--- config.mk ---
export PLATFORM = sky130hd
export DESIGN_NAME = fetch_hazard_ctrl
export DESIGN_NICKNAME = d
export VERILOG_FILES = /design/src/rtl/fetch_ctrl_pkg.sv /design/src/rtl/hazard_detect.sv /design/src/rtl/fetch_hazard_ctrl.sv
export SDC_FILE = /design/constraint.sdc
export NUM_CORES = 1
export LEC_CHECK = 0
export BUFFER_PORTS_ARGS = -buffer_cell sky130_fd_sc_hd__buf_2
export CAP_MARGIN = 20
export CORE_AREA = 5 5 88 49
export DETAILED_ROUTE_END_ITERATION = 8
export DIE_AREA = 0 0 93 54
export PLACE_DENSITY = 0.85
export SLEW_MARGIN = 10
export SYNTH_ARGS = -nofsm -noshare
export SYNTH_HDL_FRONTEND = slang
export SYNTH_HIERARCHICAL = 1
export SYNTH_SLANG_ARGS = --single-unit
export TNS_END_PERCENT = 5
--- constraint.sdc ---
create_clock -name clk -period 1.5 [get_ports clk]
set_input_delay 0.075 -clock clk [delete_from_list [all_inputs] [get_ports clk]]
set_output_delay 0.075 -clock clk [all_outputs]
set_load 0.02 [all_outputs]
--- src/rtl/fetch_ctrl_pkg.sv ---
// Shared types and constants for the fetch/hazard controller.
package fetch_ctrl_pkg;

    localparam int unsigned REG_W = 5;
    localparam logic [REG_W-1:0] REG_ZERO = 5'd0;

    typedef enum logic [1:0] {
        S_BOOT = 2'd0,
        S_REQ  = 2'd1,
        S_WAIT = 2'd2,
        S_HOLD = 2'd3
    } fetch_state_e;

    // Pipeline-register controls produced each cycle.
    typedef struct packed {
        logic pc_write;
        logic ifid_write;
        logic ifid_flush;
        logic idex_flush;
        logic exmem_flush;
    } pipe_ctrl_t;

endpackage

--- src/rtl/hazard_detect.sv ---
// Load-use detector: a load in ID/EX whose destination feeds the instruction in IF/ID.
module hazard_detect
    import fetch_ctrl_pkg::*;
(
    input  logic             ex_memread,
    input  logic [REG_W-1:0] ex_rt,
    input  logic [REG_W-1:0] id_rs,
    input  logic [REG_W-1:0] id_rt,
    output logic             lu_c
);

    assign lu_c = ex_memread && (ex_rt != REG_ZERO) && ((ex_rt == id_rs) || (ex_rt == id_rt));

endmodule

--- src/rtl/fetch_hazard_ctrl.sv ---
// Fetch sequencer against a req/ack instruction memory plus hazard stall/flush control.
// Optional statistics counters are built when HAZARD_STATS_EN is defined.
module fetch_hazard_ctrl
    import fetch_ctrl_pkg::*;
#(
    parameter int unsigned MAX_WAIT = 16,
    parameter int unsigned CNT_W    = 32
) (
    input  logic             clk,
    input  logic             rst_n,
    input  logic             PCSrc,
    input  logic             ex_memread,
    input  logic [REG_W-1:0] ex_rt,
    input  logic [REG_W-1:0] id_rs,
    input  logic [REG_W-1:0] id_rt,
    input  logic             imem_ack,
    output logic             imem_req,
    output logic             pc_write,
    output logic             ifid_write,
    output logic             ifid_flush,
    output logic             idex_flush,
    output logic             exmem_flush,
    output logic             fetch_err,
    output logic [CNT_W-1:0] stall_cycles,
    output logic [CNT_W-1:0] flush_count
);

    localparam int unsigned WAIT_W = $clog2(MAX_WAIT + 1);
    localparam logic [WAIT_W-1:0] WAIT_LIMIT = WAIT_W'(MAX_WAIT);

    fetch_state_e      state, state_nxt;
    logic              discard_pend, discard_nxt;
    logic [WAIT_W-1:0] wait_cnt, wait_cnt_nxt;
    logic              lu_c;
    logic              active_c;
    logic              accept_c;
    logic              drop_c;
    logic              err_set_c;
    pipe_ctrl_t        ctrl_c;

    hazard_detect u_hazard_detect (
        .ex_memread (ex_memread),
        .ex_rt      (ex_rt),
        .id_rs      (id_rs),
        .id_rt      (id_rt),
        .lu_c       (lu_c)
    );

    // Next state, discard tracking, wait counting and pipeline controls.
    always_comb begin
        state_nxt    = state;
        discard_nxt  = discard_pend;
        wait_cnt_nxt = '0;
        accept_c     = 1'b0;
        drop_c       = 1'b0;
        active_c     = (state != S_BOOT);

        case (state)
            S_BOOT: state_nxt = S_REQ;
            S_REQ: begin
                state_nxt    = S_WAIT;
                wait_cnt_nxt = WAIT_W'(1);
                if (PCSrc) discard_nxt = 1'b1;
            end
            S_WAIT: begin
                if (imem_ack) begin
                    if (discard_pend || PCSrc) begin
                        drop_c      = 1'b1;
                        discard_nxt = 1'b0;
                        state_nxt   = S_REQ;
                    end else if (lu_c) begin
                        state_nxt = S_HOLD;
                    end else begin
                        accept_c  = 1'b1;
                        state_nxt = S_REQ;
                    end
                end else begin
                    wait_cnt_nxt = (wait_cnt >= WAIT_LIMIT) ? WAIT_LIMIT : wait_cnt + WAIT_W'(1);
                    if (PCSrc) discard_nxt = 1'b1;
                end
            end
            S_HOLD: begin
                if (PCSrc) begin
                    state_nxt = S_REQ;
                end else if (!lu_c) begin
                    accept_c  = 1'b1;
                    state_nxt = S_REQ;
                end
            end
            default: state_nxt = S_BOOT;
        endcase

        err_set_c = (state_nxt == S_WAIT) && (wait_cnt_nxt >= WAIT_LIMIT);

        ctrl_c.pc_write    = active_c && (PCSrc || accept_c);
        ctrl_c.ifid_write  = accept_c;
        ctrl_c.ifid_flush  = (active_c && PCSrc) || drop_c;
        ctrl_c.idex_flush  = active_c && (PCSrc || lu_c);
        ctrl_c.exmem_flush = active_c && PCSrc;
    end

    assign pc_write    = ctrl_c.pc_write;
    assign ifid_write  = ctrl_c.ifid_write;
    assign ifid_flush  = ctrl_c.ifid_flush;
    assign idex_flush  = ctrl_c.idex_flush;
    assign exmem_flush = ctrl_c.exmem_flush;

    // State, request strobe and sticky timeout flag.
    always_ff @(posedge clk or negedge rst_n) begin
        if (!rst_n) begin
            state        <= S_BOOT;
            discard_pend <= 1'b0;
            wait_cnt     <= '0;
            imem_req     <= 1'b0;
            fetch_err    <= 1'b0;
        end else begin
            state        <= state_nxt;
            discard_pend <= discard_nxt;
            wait_cnt     <= wait_cnt_nxt;
            imem_req     <= (state_nxt == S_REQ);
            fetch_err    <= fetch_err || err_set_c;
        end
    end

`ifdef HAZARD_STATS_EN
    // Saturating stall and redirect counters, idle while booting.
    always_ff @(posedge clk or negedge rst_n) begin
        if (!rst_n) begin
            stall_cycles <= '0;
            flush_count  <= '0;
        end else if (active_c) begin
            if (!ctrl_c.pc_write && (stall_cycles != '1)) stall_cycles <= stall_cycles + CNT_W'(1);
            if (PCSrc && (flush_count != '1)) flush_count <= flush_count + CNT_W'(1);
        end
    end
`else
    assign stall_cycles = '0;
    assign flush_count  = '0;
`endif

endmodule

==> out/metrics.yaml <==
status: "finished, violations left"
failed_checks: "negative setup slack"
avgRoutedWirePerCell_um: 10.6
drtIter0Drc: 43
required_ps: 1420
cts_tree: "built"
via_per_inst: 3.67
setup_tns_ps: -83.7
holdCritPathClass: "in2reg"
grt_pass1_vias: 686
die-area_um2: 5020
path_max_fanout: 2
io_pins: 91
synth_area_leaders: "buf_4 41%, dfrtp_1 21%, ha_1 6.3%"
die_x_um: 93
drive_above_1_share_pct: 29.7
crit_type: "in2out"
io_buffers: 26
power.density_nw_per_um2: 1290
min_period_over_period_pct: 104
regArea_um2: 251
clk_latency_ps: 240
area_delta_synth_final_pct: 12.7
antenna_found_initial: 0
cp_top_family: "simple AND/OR/NAND/NOR gates"
synth_cells: 141
p_leak_nw: 0.719
diodes: 0
drc: 0
cap_violations: 0
synth_warnings: 6
first_pass_iters: 4
globalplace.congestion: 0.831
dp_slack_ps: -243
slowest_stage: "or4_4"
synth_cell_types: 26
setup_ws_ps: -62.5
cts.path.max_buffers: 2
r2r_cells: 6
fin_skew_ps: 7.40
clk_pin_slew_ps: 40
end_kind: "output pin"
rows: 16
worst_ep_arrival_time_ps: 1490
hold_violations: 0
synth-seq-area-share_pct: 21.1
placed_cell_area_um2: 1190
fmax_mhz: 640
final.min_clock_period_ps: 1560
netlist.top_cell.by_area: "buf_4"
grt_overflow: 0
fill_cells: 354
rsz0062_at_grt: "yes"
start_kind: "primary input"
nNetsFinal: 209
worst-path-stages: 8
die_h_um: 54
core_um2: 3600
syn_area_per_cell_um2: 8.40
setup_viol: 2
ys_ff_latch: 10
grt_max_degree: 11
route.vias.total: 832
irDropWorstVdd_uv: 281
final_cell_mix: "64 x conb_1, 23 x buf_2, 12 x nor2_1, 12 x buf_4, 9 x dfrtp_1"
multi_input_area_um2: 692
grt_pass1_wl_um: 3170
final_area_um2: 1340
path_buf_inv: 2
syn_area_um2: 1180
start_util_pct: 32.9
yosys.area.top_type_share_pct: 40.5
cts_htree_levels: 1
clk_root_buffer_cell: "clkbuf_8"
min_path_cells: 3
final_max_slew_viol_count: 0
cp_slowest_stage_delay_ps: 520
final_common_cell: "conb_1"
grt_use_total_pct: 7.91
wl_um: 2400
path_cells: "buf_8, or4_4, o21ai_2, a21oi_2, nor2_1, o21ai_1, a21oi_1, buf_4"
utilization_pct: 37.0
finalPower_mw: 1.73
dp_hpwl_um: 1970
cts_inserted_buffers: 3
ant_nets: 0
cts_sinks: 10
==> registers in the layout (all words and copies together) (netlist names) <==
| signal | count |
|---|---|
| imem_req | 1 |
| state | 2 |
| wait_cnt | 5 |
| fetch_err | 1 |
| discard_pend | 1 |
==> synth_stat cells <==
| library cell | n |
|---|---|
| o21ai_0 | 1 |
| dfrtp_1 | 10 |
| ha_1 | 6 |
| nor2_1 | 12 |
| nor2b_4 | 1 |
| a21oi_1 | 3 |
| conb_1 | 1 |
| xnor2_1 | 5 |
| nand3b_1 | 1 |
| o21ai_2 | 1 |
| or4_1 | 1 |
| nor3_1 | 2 |
| inv_1 | 8 |
| nor2b_2 | 1 |
| nand2_1 | 3 |
| or2_1 | 1 |
| nand3_1 | 3 |
| nand2b_1 | 1 |
| a31oi_4 | 1 |
| o21ai_1 | 2 |
| buf_4 | 64 |
| a31oi_1 | 2 |
| a31o_1 | 1 |
| a211oi_2 | 1 |
| xor2_1 | 7 |
| o21a_1 | 2 |
==> logic make-up (layout without fill, tap and decap cells) <==
family                   count (synthesis)  count (layout)  synth area share [%]
buffers and inverters                   72              50                  43.1
AND/OR/NAND/NOR                         26              26                  11.1
AO/OA/AOI/OAI                           14              14                  9.19
XOR/XNOR                                12              12                  8.87
flip-flops                              10              10                  21.1
adder cells (fa/ha/maj)                  6               6                  6.34
other                                    1              64                 0.316
==> power breakdown <==
part,total [mW],switching [mW],leakage (nW),internal (mW)
clock network,0.334,0.104,0.0288,0.231
logic,0.987,0.595,0.561,0.392
registers,0.407,0.0673,0.129,0.340
==> routing by layer <==
layer / vias up / share of wire (%) / GRT usage (%) / routed length [um]
met5: - / 0 / 0 / 0
met4: 0 / 1.3 / 1.46 / 32
met3: 4 / 6.2 / 2.23 / 149
met2: 34 / 55 / 14.4 / 1320
met1: 397 / 38 / 9.58 / 901
li1: 397 / - / - / -
==> stage by stage <==
step	instances	hold slack [ps]
final	227	193
after global routing	227	234
after CTS	224	181
after detailed placement	219	-59.9
after global placement	219	-60.7
after floorplan	204	-221
==> tightest hold or removal path: stages <==
cell and delay (ps):
buf_2 120, nand3b_1 120, nor2_1 60
==> final timing paths <==
| check | from | end | slack [ps] |
|---|---|---|---|
| worst max-delay path | ex_rt[4] | pc_write | -60 |
| worst min-delay path | imem_ack | wait_cnt[4] | 190 |
| worst max register to register | state[0] | wait_cnt[3] | 70 |
| worst min register to register | fetch_err | fetch_err | 500 |
| max in group asynchronous | rst_n | state[1] | 1070 |
| min in group asynchronous | rst_n | imem_req | 230 |
==> cell type report <==
cell class,count,area share [%]
well taps,45,4.22
multi-input cells,122,51.8
clock buffers,4,4.12
flip-flops and latches,10,18.8
repair buffers,38,18.7
inverters,8,2.25
==> what timing repair did <==
item	in CTS	in global routing
hold buffers	1	0
resized for setup	7	8
buffers inserted	0	3
pin swaps	2	6
endpoints found under the hold margin	10	0
setup endpoints to repair	4	7
No activity file was read; power rests on OpenSTA's default activity.
